## config.mk

```make
export PLATFORM = sky130hd
export DESIGN_NAME = disp_ctrl_flat
export DESIGN_NICKNAME = d
export VERILOG_FILES = /design/src/rtl/disp_pkg.sv /design/src/rtl/disp_if.sv /design/src/rtl/seg7_dec.sv /design/src/rtl/disp_ctrl.sv /design/src/flat_wrapper.sv
export SDC_FILE = /design/constraint.sdc
export NUM_CORES = 1
export LEC_CHECK = 0
export ABC_AREA = 1
export CELL_PAD_IN_SITES_DETAIL_PLACEMENT = 1
export CELL_PAD_IN_SITES_GLOBAL_PLACEMENT = 1
export CORE_MARGIN = 4
export CORE_UTILIZATION = 45
export CTS_BUF_LIST = sky130_fd_sc_hd__clkbuf_8 sky130_fd_sc_hd__clkbuf_16
export DETAILED_ROUTE_END_ITERATION = 7
export GPL_ROUTABILITY_DRIVEN = 0
export GPL_TIMING_DRIVEN = 0
export HOLD_SLACK_MARGIN = 0.15
export PLACE_DENSITY_LB_ADDON = 0.1
export RECOVER_POWER = 25
export SKIP_CTS_REPAIR_TIMING = 1
export SYNTH_ARGS = -nofsm -noshare
export SYNTH_HDL_FRONTEND = slang
export SYNTH_SLANG_ARGS = --single-unit
```

## constraint.sdc

```tcl
create_clock -name clock -period 2.6 [get_ports clock]
set_input_delay 0.78 -clock clock [delete_from_list [all_inputs] [get_ports clock]]
set_output_delay 0.78 -clock clock [all_outputs]
set_load 0.005 [all_outputs]
```

## src/rtl/disp_pkg.sv

```systemverilog
// Shared types and constants for the calculator display controller.
// Latency: n/a (declarations only).
// Backpressure: n/a.
package disp_pkg;

    typedef enum logic [1:0] {
        ST_IDLE = 2'd0,
        ST_LOAD = 2'd1,
        ST_ERR  = 2'd2
    } state_t;

    // Calculator status encodings
    localparam logic [1:0] STAT_ERROR = 2'b00;
    localparam logic [1:0] STAT_BUSY  = 2'b01;
    localparam logic [1:0] STAT_READY = 2'b10;
    localparam logic [1:0] STAT_PRINT = 2'b11;

    // Digit codes: 0-9 are decimal, A/B/C spell the error word, F is blank
    localparam logic [3:0] CODE_0     = 4'h0;
    localparam logic [3:0] CODE_E     = 4'hA;
    localparam logic [3:0] CODE_R     = 4'hB;
    localparam logic [3:0] CODE_O     = 4'hC;
    localparam logic [3:0] CODE_BLANK = 4'hF;

    // Active-low segment patterns, bit order g,f,e,d,c,b,a
    localparam logic [6:0] SEG_0     = 7'b1000000;
    localparam logic [6:0] SEG_1     = 7'b1111001;
    localparam logic [6:0] SEG_2     = 7'b0100100;
    localparam logic [6:0] SEG_3     = 7'b0110000;
    localparam logic [6:0] SEG_4     = 7'b0011001;
    localparam logic [6:0] SEG_5     = 7'b0010010;
    localparam logic [6:0] SEG_6     = 7'b0000010;
    localparam logic [6:0] SEG_7     = 7'b1111000;
    localparam logic [6:0] SEG_8     = 7'b0000000;
    localparam logic [6:0] SEG_9     = 7'b0010000;
    localparam logic [6:0] SEG_E     = 7'b0000110;
    localparam logic [6:0] SEG_R     = 7'b0101111;
    localparam logic [6:0] SEG_O     = 7'b0100011;
    localparam logic [6:0] SEG_BLANK = 7'b1111111;

endpackage

```

## src/rtl/disp_if.sv

```systemverilog
// Calculator-to-display bundle: digit stream in, multiplexed LED drive out.
// Latency: n/a (wires only).
// Backpressure: none; the calculator paces itself via status.
interface disp_if;
    logic [1:0] status;
    logic [3:0] data;
    logic [3:0] pos;
    logic [7:0] an;
    logic [6:0] seg;
    logic       dp;
    logic       frame_valid;

    modport master (output status, data, pos, input an, seg, dp, frame_valid);
    modport slave  (input status, data, pos, output an, seg, dp, frame_valid);
endinterface

```

## src/rtl/seg7_dec.sv

```systemverilog
// Maps a 4-bit digit code to an active-low seven-segment pattern.
// Latency: combinational.
// Backpressure: none.
module seg7_dec
    import disp_pkg::*;
(
    input  logic [3:0] code_i,
    output logic [6:0] seg_o
);

    // Code-to-pattern lookup; unused codes stay dark
    always_comb begin
        seg_o = SEG_BLANK;
        case (code_i)
            4'h0:    seg_o = SEG_0;
            4'h1:    seg_o = SEG_1;
            4'h2:    seg_o = SEG_2;
            4'h3:    seg_o = SEG_3;
            4'h4:    seg_o = SEG_4;
            4'h5:    seg_o = SEG_5;
            4'h6:    seg_o = SEG_6;
            4'h7:    seg_o = SEG_7;
            4'h8:    seg_o = SEG_8;
            4'h9:    seg_o = SEG_9;
            CODE_E:  seg_o = SEG_E;
            CODE_R:  seg_o = SEG_R;
            CODE_O:  seg_o = SEG_O;
            default: seg_o = SEG_BLANK;
        endcase
    end

endmodule

```

## src/rtl/disp_ctrl.sv

```systemverilog
// Collects calculator digits into a shadow frame, commits it, scans 8 LED digits.
// Latency: committed frame reaches seg one edge after commit; an/seg/dp registered.
// Backpressure: none; busy status simply pauses loading.
module disp_ctrl
    import disp_pkg::*;
#(
    parameter int REFRESH_DIV = 50000
) (
    input  logic   clock,
    input  logic   reset,
    disp_if.slave  bus
);

    localparam int CNT_W = $clog2(REFRESH_DIV);

    state_t           state_q, state_d;
    logic [3:0]       shadow_q [8];
    logic [3:0]       shadow_d [8];
    logic [3:0]       disp_q   [8];
    logic [3:0]       disp_d   [8];
    logic             fv_q, fv_d;
    logic [CNT_W-1:0] cnt_q, cnt_d;
    logic [2:0]       idx_q, idx_d;
    logic [7:0]       an_q;
    logic [6:0]       seg_q, seg_d;
    logic             dp_q, dp_d;
    logic [7:0]       lit;
    logic [3:0]       code_sel;
    logic [2:0]       wr_idx;

    assign wr_idx = 3'(bus.pos - 4'd1);

    // Next state: error status overrides everything, otherwise load/commit flow
    always_comb begin
        state_d  = state_q;
        shadow_d = shadow_q;
        disp_d   = disp_q;
        fv_d     = fv_q;
        if (bus.status == STAT_ERROR) begin
            state_d = ST_ERR;
            fv_d    = 1'b0;
        end else begin
            case (state_q)
                ST_IDLE: begin
                    if (bus.status == STAT_PRINT) begin
                        state_d = ST_LOAD;
                        for (int i = 0; i < 8; i++) shadow_d[i] = CODE_BLANK;
                    end
                end
                ST_LOAD: begin
                    if (bus.status == STAT_PRINT) begin
                        if (bus.pos >= 4'd1 && bus.pos <= 4'd8)
                            shadow_d[wr_idx] = (bus.data > 4'd9) ? CODE_BLANK : bus.data;
                    end else if (bus.status == STAT_READY) begin
                        disp_d  = shadow_q;
                        fv_d    = 1'b1;
                        state_d = ST_IDLE;
                    end
                end
                ST_ERR: begin
                    state_d = ST_IDLE;
                    fv_d    = 1'b0;
                    for (int i = 0; i < 8; i++) disp_d[i] = CODE_BLANK;
                end
                default: state_d = ST_IDLE;
            endcase
        end
    end

    // Refresh divider and digit index advance
    always_comb begin
        cnt_d = cnt_q + CNT_W'(1);
        idx_d = idx_q;
        if (cnt_q == CNT_W'(REFRESH_DIV - 1)) begin
            cnt_d = '0;
            idx_d = idx_q + 3'd1;
        end
    end

    // Leading-zero mask: a digit lights if it or any higher digit is non-zero
    always_comb begin : lz_mask
        logic seen;
        seen = 1'b0;
        lit  = '0;
        for (int i = 7; i >= 0; i--) begin
            seen   = seen | (disp_q[i] != CODE_0);
            lit[i] = seen;
        end
        lit[0] = 1'b1;
    end

    // Pick the code for the digit being enabled on the next edge
    always_comb begin
        code_sel = CODE_BLANK;
        if (state_q == ST_ERR) begin
            case (idx_d)
                3'd0:    code_sel = CODE_O;
                3'd1:    code_sel = CODE_R;
                3'd2:    code_sel = CODE_R;
                3'd3:    code_sel = CODE_E;
                default: code_sel = CODE_BLANK;
            endcase
        end else if (fv_q && lit[idx_d]) begin
            code_sel = disp_q[idx_d];
        end
    end

    seg7_dec u_dec (
        .code_i (code_sel),
        .seg_o  (seg_d)
    );

    assign dp_d = !((bus.status == STAT_BUSY) && (idx_d == 3'd0));

    // State, buffers, scan position and registered LED drive
    always_ff @(posedge clock or negedge reset) begin
        if (!reset) begin
            state_q <= ST_IDLE;
            fv_q    <= 1'b0;
            cnt_q   <= '0;
            idx_q   <= '0;
            an_q    <= 8'hFF;
            seg_q   <= SEG_BLANK;
            dp_q    <= 1'b1;
            for (int i = 0; i < 8; i++) begin
                shadow_q[i] <= CODE_BLANK;
                disp_q[i]   <= CODE_BLANK;
            end
        end else begin
            state_q  <= state_d;
            fv_q     <= fv_d;
            cnt_q    <= cnt_d;
            idx_q    <= idx_d;
            an_q     <= ~(8'd1 << idx_d);
            seg_q    <= seg_d;
            dp_q     <= dp_d;
            shadow_q <= shadow_d;
            disp_q   <= disp_d;
        end
    end

    assign bus.an          = an_q;
    assign bus.seg         = seg_q;
    assign bus.dp          = dp_q;
    assign bus.frame_valid = fv_q;

endmodule

```

## src/flat_wrapper.sv

```systemverilog
// flat-port wrapper written by rule: the top's interface ports become plain ports
module disp_ctrl_flat import disp_pkg::*;
#(
    parameter int REFRESH_DIV = 50000
)
  (clock, reset, bus_status, bus_data, bus_pos, bus_an, bus_seg, bus_dp, bus_frame_valid);
  disp_if bus_i ();
  input  logic clock;
  input  logic reset;
  input wire logic [$bits(bus_i.status)-1:0] bus_status;
  input wire logic [$bits(bus_i.data)-1:0] bus_data;
  input wire logic [$bits(bus_i.pos)-1:0] bus_pos;
  output wire logic [$bits(bus_i.an)-1:0] bus_an;
  output wire logic [$bits(bus_i.seg)-1:0] bus_seg;
  output wire logic [$bits(bus_i.dp)-1:0] bus_dp;
  output wire logic [$bits(bus_i.frame_valid)-1:0] bus_frame_valid;
  assign bus_i.status = bus_status;
  assign bus_i.data = bus_data;
  assign bus_i.pos = bus_pos;
  assign bus_an = bus_i.an;
  assign bus_seg = bus_i.seg;
  assign bus_dp = bus_i.dp;
  assign bus_frame_valid = bus_i.frame_valid;
  disp_ctrl #(.REFRESH_DIV(REFRESH_DIV)) u_core (.clock(clock), .reset(reset), .bus(bus_i));
endmodule
```

Word level (Yosys, flattened, before mapping)
Memory sizes are Yosys's and may differ from the RTL's. A register that Yosys moved wholly into a read port is not among the register bits. Index checks and enable logic that the tools add are counted.

Register bits after elaboration: 95. Logic and storage cells: 115. Output and inout port bits: 17. Memories kept: 1. Input port bits: 12. ROM bits: 112.

Memories: (name not given) (depth 16, bits a word 7, read ports 1, clocked after Yosys merged registers in 1, write ports 0, RTL line seg7_dec.sv:14) `case (code_i)`.

Shift operators: 1. Reduce and logical (&&, ||, !) cells: 24. Magnitude comparators: 7. Bitwise operators: 10. Equality and inequality tests: 17. Multiplexer cells: 30. Add/subtract/negate cells: 3.

Operators by type and width (number): $mux 32 (5); $pmux 32 s2 (2); $bwmux 32 (1); $reduce_bool 4->1 (7); $mux 4 (6); $add 16x1->16 const B (1); $eq 16x16->1 const B (1); $mux 16 (1); $bmux 4 s3 (1); $demux 4 s3 (1); $pmux 3 s3 (1); $ge 4x4->1 const B (2); $mux 2 (4); $ne 2x1->1 const B (4); $not 3->4 (2); $not 8->8 (1); $shl 1x3->8 const A (1); $eq 2x2->1 const B (3); $eq 3x2->1 const B (2); $ne 3x1->1 const B (2); $or 1x1->1 (6); $reduce_and 3->1 (2); $reduce_and 5->1 (1); $eq 2x1->1 const B (2); other kinds (24) (33).

Logic depth before layout (Yosys ltp)
Depth after elaboration: 12. Depth in mapped cells: 22. Depth with buffers taken out: 22.

Modules after synthesis
From an unflattened synthesis, not the netlist that was laid out.

Cell total of the unflattened synthesis: 621. Area total of the unflattened synthesis: 5196.2 µm².

Modules (own cells, without submodules): disp_ctrl (seq. area each 2652.5 µm², times used 1, cells an instance 576, area an instance 4951.0 µm²); seg7_dec (seq. area each 0.0 µm², times used 1, cells an instance 45, area an instance 245.2 µm²).

Worst setup path before layout
Ideal clock, no wire load.

Path type: register -> register. Start point: register u_core.cnt_q[0]. End point: register u_core.seg_q[3] (netlist: u_core.bus.seg[3]). Stages on the path, launching flop included: 19. Library setup time: 0.076 ns. Path slack: 0.298 ns. Arrival time: 2.225 ns. Period minus slack after synthesis: 2.302 ns. Data required time: 2.524 ns. Buffers on the path: 0. Cells stage by stage: dfrtp_1 -> ha_1 -> nand3_4 -> nor2_4 -> nand2_4 -> nand2_1 -> nand2_2 -> nor2_2 -> nand2_1 -> nand2_1 -> inv_1 -> nand3b_1 -> nand2_1 -> nand2_1 -> nand2_1 -> ha_1 -> nand3_1 -> nand3_1 -> nand2_1.

Cells in the longest elaborated chain, start to end: 8. Elaborated cells between the ends (all ways): 17. Classes of those cells: 4 x eq/ne; 9 x mux; 1 x bitwise; 3 x reduce/logical.

Ends and longest elaborated chain: start: declaration (RTL line disp_ctrl.sv:22) `logic [CNT_W-1:0] cnt_q, cnt_d;`; start signal: assignment (RTL line disp_ctrl.sv:132) `cnt_q <= cnt_d;`; $eq 16x16->1 (*) (RTL line disp_ctrl.sv:74) `if (cnt_q == CNT_W'(REFRESH_DIV - 1)) begin`; $mux 3 (*) (RTL line disp_ctrl.sv:74); $not 3->4 (implied by the code) (RTL line disp_ctrl.sv:104) `code_sel = disp_q[idx_d];`; $bmux 4 s3 (RTL line disp_ctrl.sv:104); $mux 4 (implied by the code) (2 in series) (RTL line disp_ctrl.sv:104); $mux 4 (RTL line disp_ctrl.sv:103) `end else if (fv_q && lit[idx_d]) begin`; $mux 4 (*) (RTL line disp_ctrl.sv:95) `if (state_q == ST_ERR) begin`; end: declaration (RTL line disp_ctrl.sv:25) `logic [6:0] seg_q, seg_d;`.

Every way passes the cells marked *; elsewhere a longest branch is shown, timed or not. The select of a mux whose other input is x is not followed. A chain may end at the register's enable or synchronous reset.

Final worst setup path
Start point: register u_core.cnt_q[4]. End point: register u_core.seg_q[6] (netlist: u_core.bus.seg[6]).

The elaborated chain is that of the path after synthesis.

==> results.cfg <==
[outcome]
outcome = finished with violations
failed_checks = capacitance limit, slew limit, setup timing

[clock_tree]
cts-buffers-inserted = 9
htree_num_levels = 3
cts_tree = yes
clk-insertion-delay-late_ns = 0.36
ctsRootBufferMaster = sky130_fd_sc_hd__clkbuf_16
tritoncts_num_sinks = 102
register_clock_pin_slew_on_the_reported_worst_setup_and_hold_paths_ns = 0.07
cts.path.max_buffers = 2

[logic_synthesis]
synth_sequential_area_ratio_pct = 51.8
syn-num-nets = 640
synth_edf_count = 0
synth.lib_cells_used.distinct = 31
synth_seq_cells = 102
syn-cell-area_mm2 = 0.00512
ys_async_sr_fraction_pct = 100
synth.yosys.warnings = 0
syn_area_cell_um2 = 8.31
netlist_instances = 616
synthFlopType = sky130_fd_sc_hd__dfstp_2

[placement]
numPlacedInstances = 785
preCtsSetupSlack_ns = -0.434
place_area_mm2 = 0.00560
portBuffers = 28
dp_hpwl_um = 9560

[setup_path]
reg2reg_from = u_core.cnt_q[4]$_DFF_PN0_
timing.setup.critical_path_class = reg2reg
worstSetupEndpointType = flip-flop
crit_fanout = 5
critical_path.startpoint_type = flip-flop
critical_path_required_ns = 2.89
rr_endpoint = u_core.bus.seg[6]$_DFF_PN1_
reg2reg_setup_slack_ns = -0.05
critPathArrivalTime_ns = 2.94
worst_r2r_path_depth = 18

[route]
vias_per_cell = 5.23
num_vias = 4271
postRouteAntennaNets = 0
initialDrtViolationCount = 145
drt_wl_total_um = 13400
drcViolationCount = 0
drtPass1Iterations = 4
average_wire_per_standard_cell_um = 16.5

[cells_and_area]
layout.filler_cells = 1342
nNetsFinal = 695
antennaDiodeCount = 0
drive_above_1_share_pct = 28.4
stdcell_area_mm2 = 0.00626
area_growth_syn_to_layout_pct = 22.3
post_layout_nonfiller_instances = 816

[pwr]
cellLeakagePower_nw = 2.94
power.density_mw_per_mm2 = 927
power.ir.vdd_worst_v = 0.000677
total_power_mw = 5.80

[sta]
slew_hr_pct = -14.7
period_needed_ns = 2.65
finalCritPeriodShare_pct = 102
tightestPinTransition_ns = 1.72
grt_setup_unrepaired = yes
hold_viol_final = 0
maxClockFrequency_ghz = 0.377
clock-skew-final_ns = 0.0101
final_worst_setup_slack_ns = -0.0503
finalSetupViolCount = 4
slew_viol_final = 31

[floorplan]
design.die.area_mm2 = 0.0132
die_h_um = 115
boundaryPins = 29
die_boundary_width_um = 115
num_rows = 38
initial_core_util_pct = 46.6
core_region_area_mm2 = 0.0110

[global_route]
pin_count_of_the_biggest_net_entering_global_routing = 73
first_global_vias = 4458
number_of_antenna_violations_at_the_first_check_in_global_routing = 0
overflow = 0
wire_length_of_the_first_global_routing_pass_um = 22000
globalRouteTotalUtil_pct = 21.3

[job]
maxCapViolations = 1

[worst_hold_path]
hold_path.startpoint = u_core.cnt_q[15]$_DFF_PN0_
whs_endpoint = u_core.cnt_q[15]$_DFF_PN0_
classification_of_the_worst_slack_hold_path = reg2reg
min_path_cells = 1
-- Yosys cell counts (2+ instances only) --
library cell / n / area share, %
sky130_fd_sc_hd__o21ai_0: 52 / 5.1
sky130_fd_sc_hd__ha_1: 12 / 2.9
sky130_fd_sc_hd__inv_1: 69 / 5.1
sky130_fd_sc_hd__dfstp_2: 80 / 41
sky130_fd_sc_hd__nand3_1: 34 / 3.3
sky130_fd_sc_hd__nor4_1: 2 / 0.24
sky130_fd_sc_hd__nand2_4: 7 / 1.5
sky130_fd_sc_hd__nor2_2: 5 / 0.61
sky130_fd_sc_hd__xor2_1: 5 / 0.86
sky130_fd_sc_hd__nand3_2: 3 / 0.59
sky130_fd_sc_hd__nor3_1: 5 / 0.49
sky130_fd_sc_hd__nand2_2: 11 / 1.3
sky130_fd_sc_hd__nand3b_1: 6 / 0.88
sky130_fd_sc_hd__inv_2: 5 / 0.37
sky130_fd_sc_hd__dfrtp_1: 22 / 11
sky130_fd_sc_hd__xnor2_1: 2 / 0.34
sky130_fd_sc_hd__a21oi_1: 32 / 3.1
sky130_fd_sc_hd__nand4_1: 13 / 1.6
sky130_fd_sc_hd__nor2_1: 68 / 5.0
sky130_fd_sc_hd__nand2_1: 157 / 12
sky130_fd_sc_hd__clkbuf_1: 8 / 0.59
sky130_fd_sc_hd__nor2_4: 5 / 1.1
sky130_fd_sc_hd__clkinv_1: 2 / 0.15
sky130_fd_sc_hd__o21ai_1: 4 / 0.39
-- worst max-delay path, stage by stage (launching register included) --
cell and delay (ns):
sky130_fd_sc_hd__dfrtp_1 0.45, sky130_fd_sc_hd__nor2_2 0.15, sky130_fd_sc_hd__nand2_1 0.12, sky130_fd_sc_hd__nor2_4 0.19, sky130_fd_sc_hd__nand3b_1 0.19, sky130_fd_sc_hd__buf_4 0.19, sky130_fd_sc_hd__nand3_1 0.08, sky130_fd_sc_hd__nand3_1 0.10
sky130_fd_sc_hd__nand2_2 0.12, sky130_fd_sc_hd__nand2_2 0.07, sky130_fd_sc_hd__nor2_4 0.15, sky130_fd_sc_hd__nand3_2 0.11, sky130_fd_sc_hd__nand2_4 0.13, sky130_fd_sc_hd__inv_4 0.06, sky130_fd_sc_hd__ha_4 0.16, sky130_fd_sc_hd__nand3_2 0.08
sky130_fd_sc_hd__nand2_1 0.08, sky130_fd_sc_hd__nand2_1 0.09, sky130_fd_sc_hd__nand2_1 0.06
-- worst max-delay path by stage --
stage	start	end	slack (ns)
after global routing	u_core.cnt_q[5]$_DFF_PN0_	u_core.bus.seg[6]$_DFF_PN1_	-0.23
final	u_core.cnt_q[4]$_DFF_PN0_	u_core.bus.seg[6]$_DFF_PN1_	-0.05
after floorplan	u_core.cnt_q[0]$_DFF_PN0_	u_core.bus.seg[3]$_DFF_PN1_	0.30
after detailed placement	bus_pos[0]	u_core.shadow_q[6]$_DFFE_PN1P_	-0.43
after global placement	reset	u_core.cnt_q[0]$_DFF_PN0_	-2.89
after CTS	u_core.cnt_q[0]$_DFF_PN0_	u_core.bus.seg[6]$_DFF_PN1_	-0.24
-- layout make-up --
type / count / area, um^2 / share of cell area [%]
clock inverters: 6 / 51.3 / 0.819
multi-input cells: 429 / 2390 / 38.1
inverters: 77 / 298 / 4.76
clock buffers: 10 / 239 / 3.82
plain buffers: 9 / 43.8 / 0.699
well taps: 140 / 175 / 2.80
repair buffers: 43 / 414 / 6.61
flip-flops and latches: 102 / 2650 / 42.4
-- per-layer routing --
layer  wire [um]  GRT usage, %  vias up
met4         251          7.68        0
met5           0             0        -
li1            -             -     2087
met1        5790          26.1     2113
met3         421          5.02       23
met2        6980          36.4       48
-- metrics by stage --
stage                     util [%]  TNS, ns  hold slack (ns)
after floorplan                  -        0            0.432
after global placement        50.8  -208.43            0.445
after detailed placement      51.0   -12.53            0.462
after CTS                     53.6    -1.86            0.357
after global routing          57.0    -1.18            0.511
final                         57.0   -0.151            0.477
-- flip-flops by register name (all words and copies together), names as in the netlist, 2 cells and up --
name             count
u_core.bus.an        8
u_core.shadow_q     32
u_core.idx_q         3
u_core.state_q       2
u_core.disp_q       32
u_core.cnt_q        16
u_core.bus.seg       7
-- report_power, final --
| group | internal [mW] | leakage, nW | switching (mW) |
|---|---|---|---|
| sequential | 2.52 | 1.13 | 0.349 |
| clock | 0.691 | 0.145 | 0.640 |
| combinational | 0.626 | 1.66 | 0.978 |
-- layout by cell type (no fill, tap or decap), drive strengths merged --
master           n
nor2            78
dfrtp           22
clkbuf          19
nand2          176
o211ai           1
nor3b            1
ha              12
inv             77
nand3b           6
buf             16
xor2             5
a31oi            1
nand4           13
o21ai           56
o22ai            1
xnor2            2
clkdlybuf4s50   27
nor3             5
a21oi           32
nor4             2
dfstp           80
nand3           38
clkinv           6
-- kinds of logic (layout without fill, tap and decap cells) --
logic type	Yosys count	count (layout)	synth area share, %
simple gates	318	319	28.7
flops	102	102	51.8
compound gates	91	91	8.99
buf+inv	86	145	6.40
fa+ha+maj	12	12	2.93
xor+xnor	7	7	1.20
(Power assumes the default switching activity.)
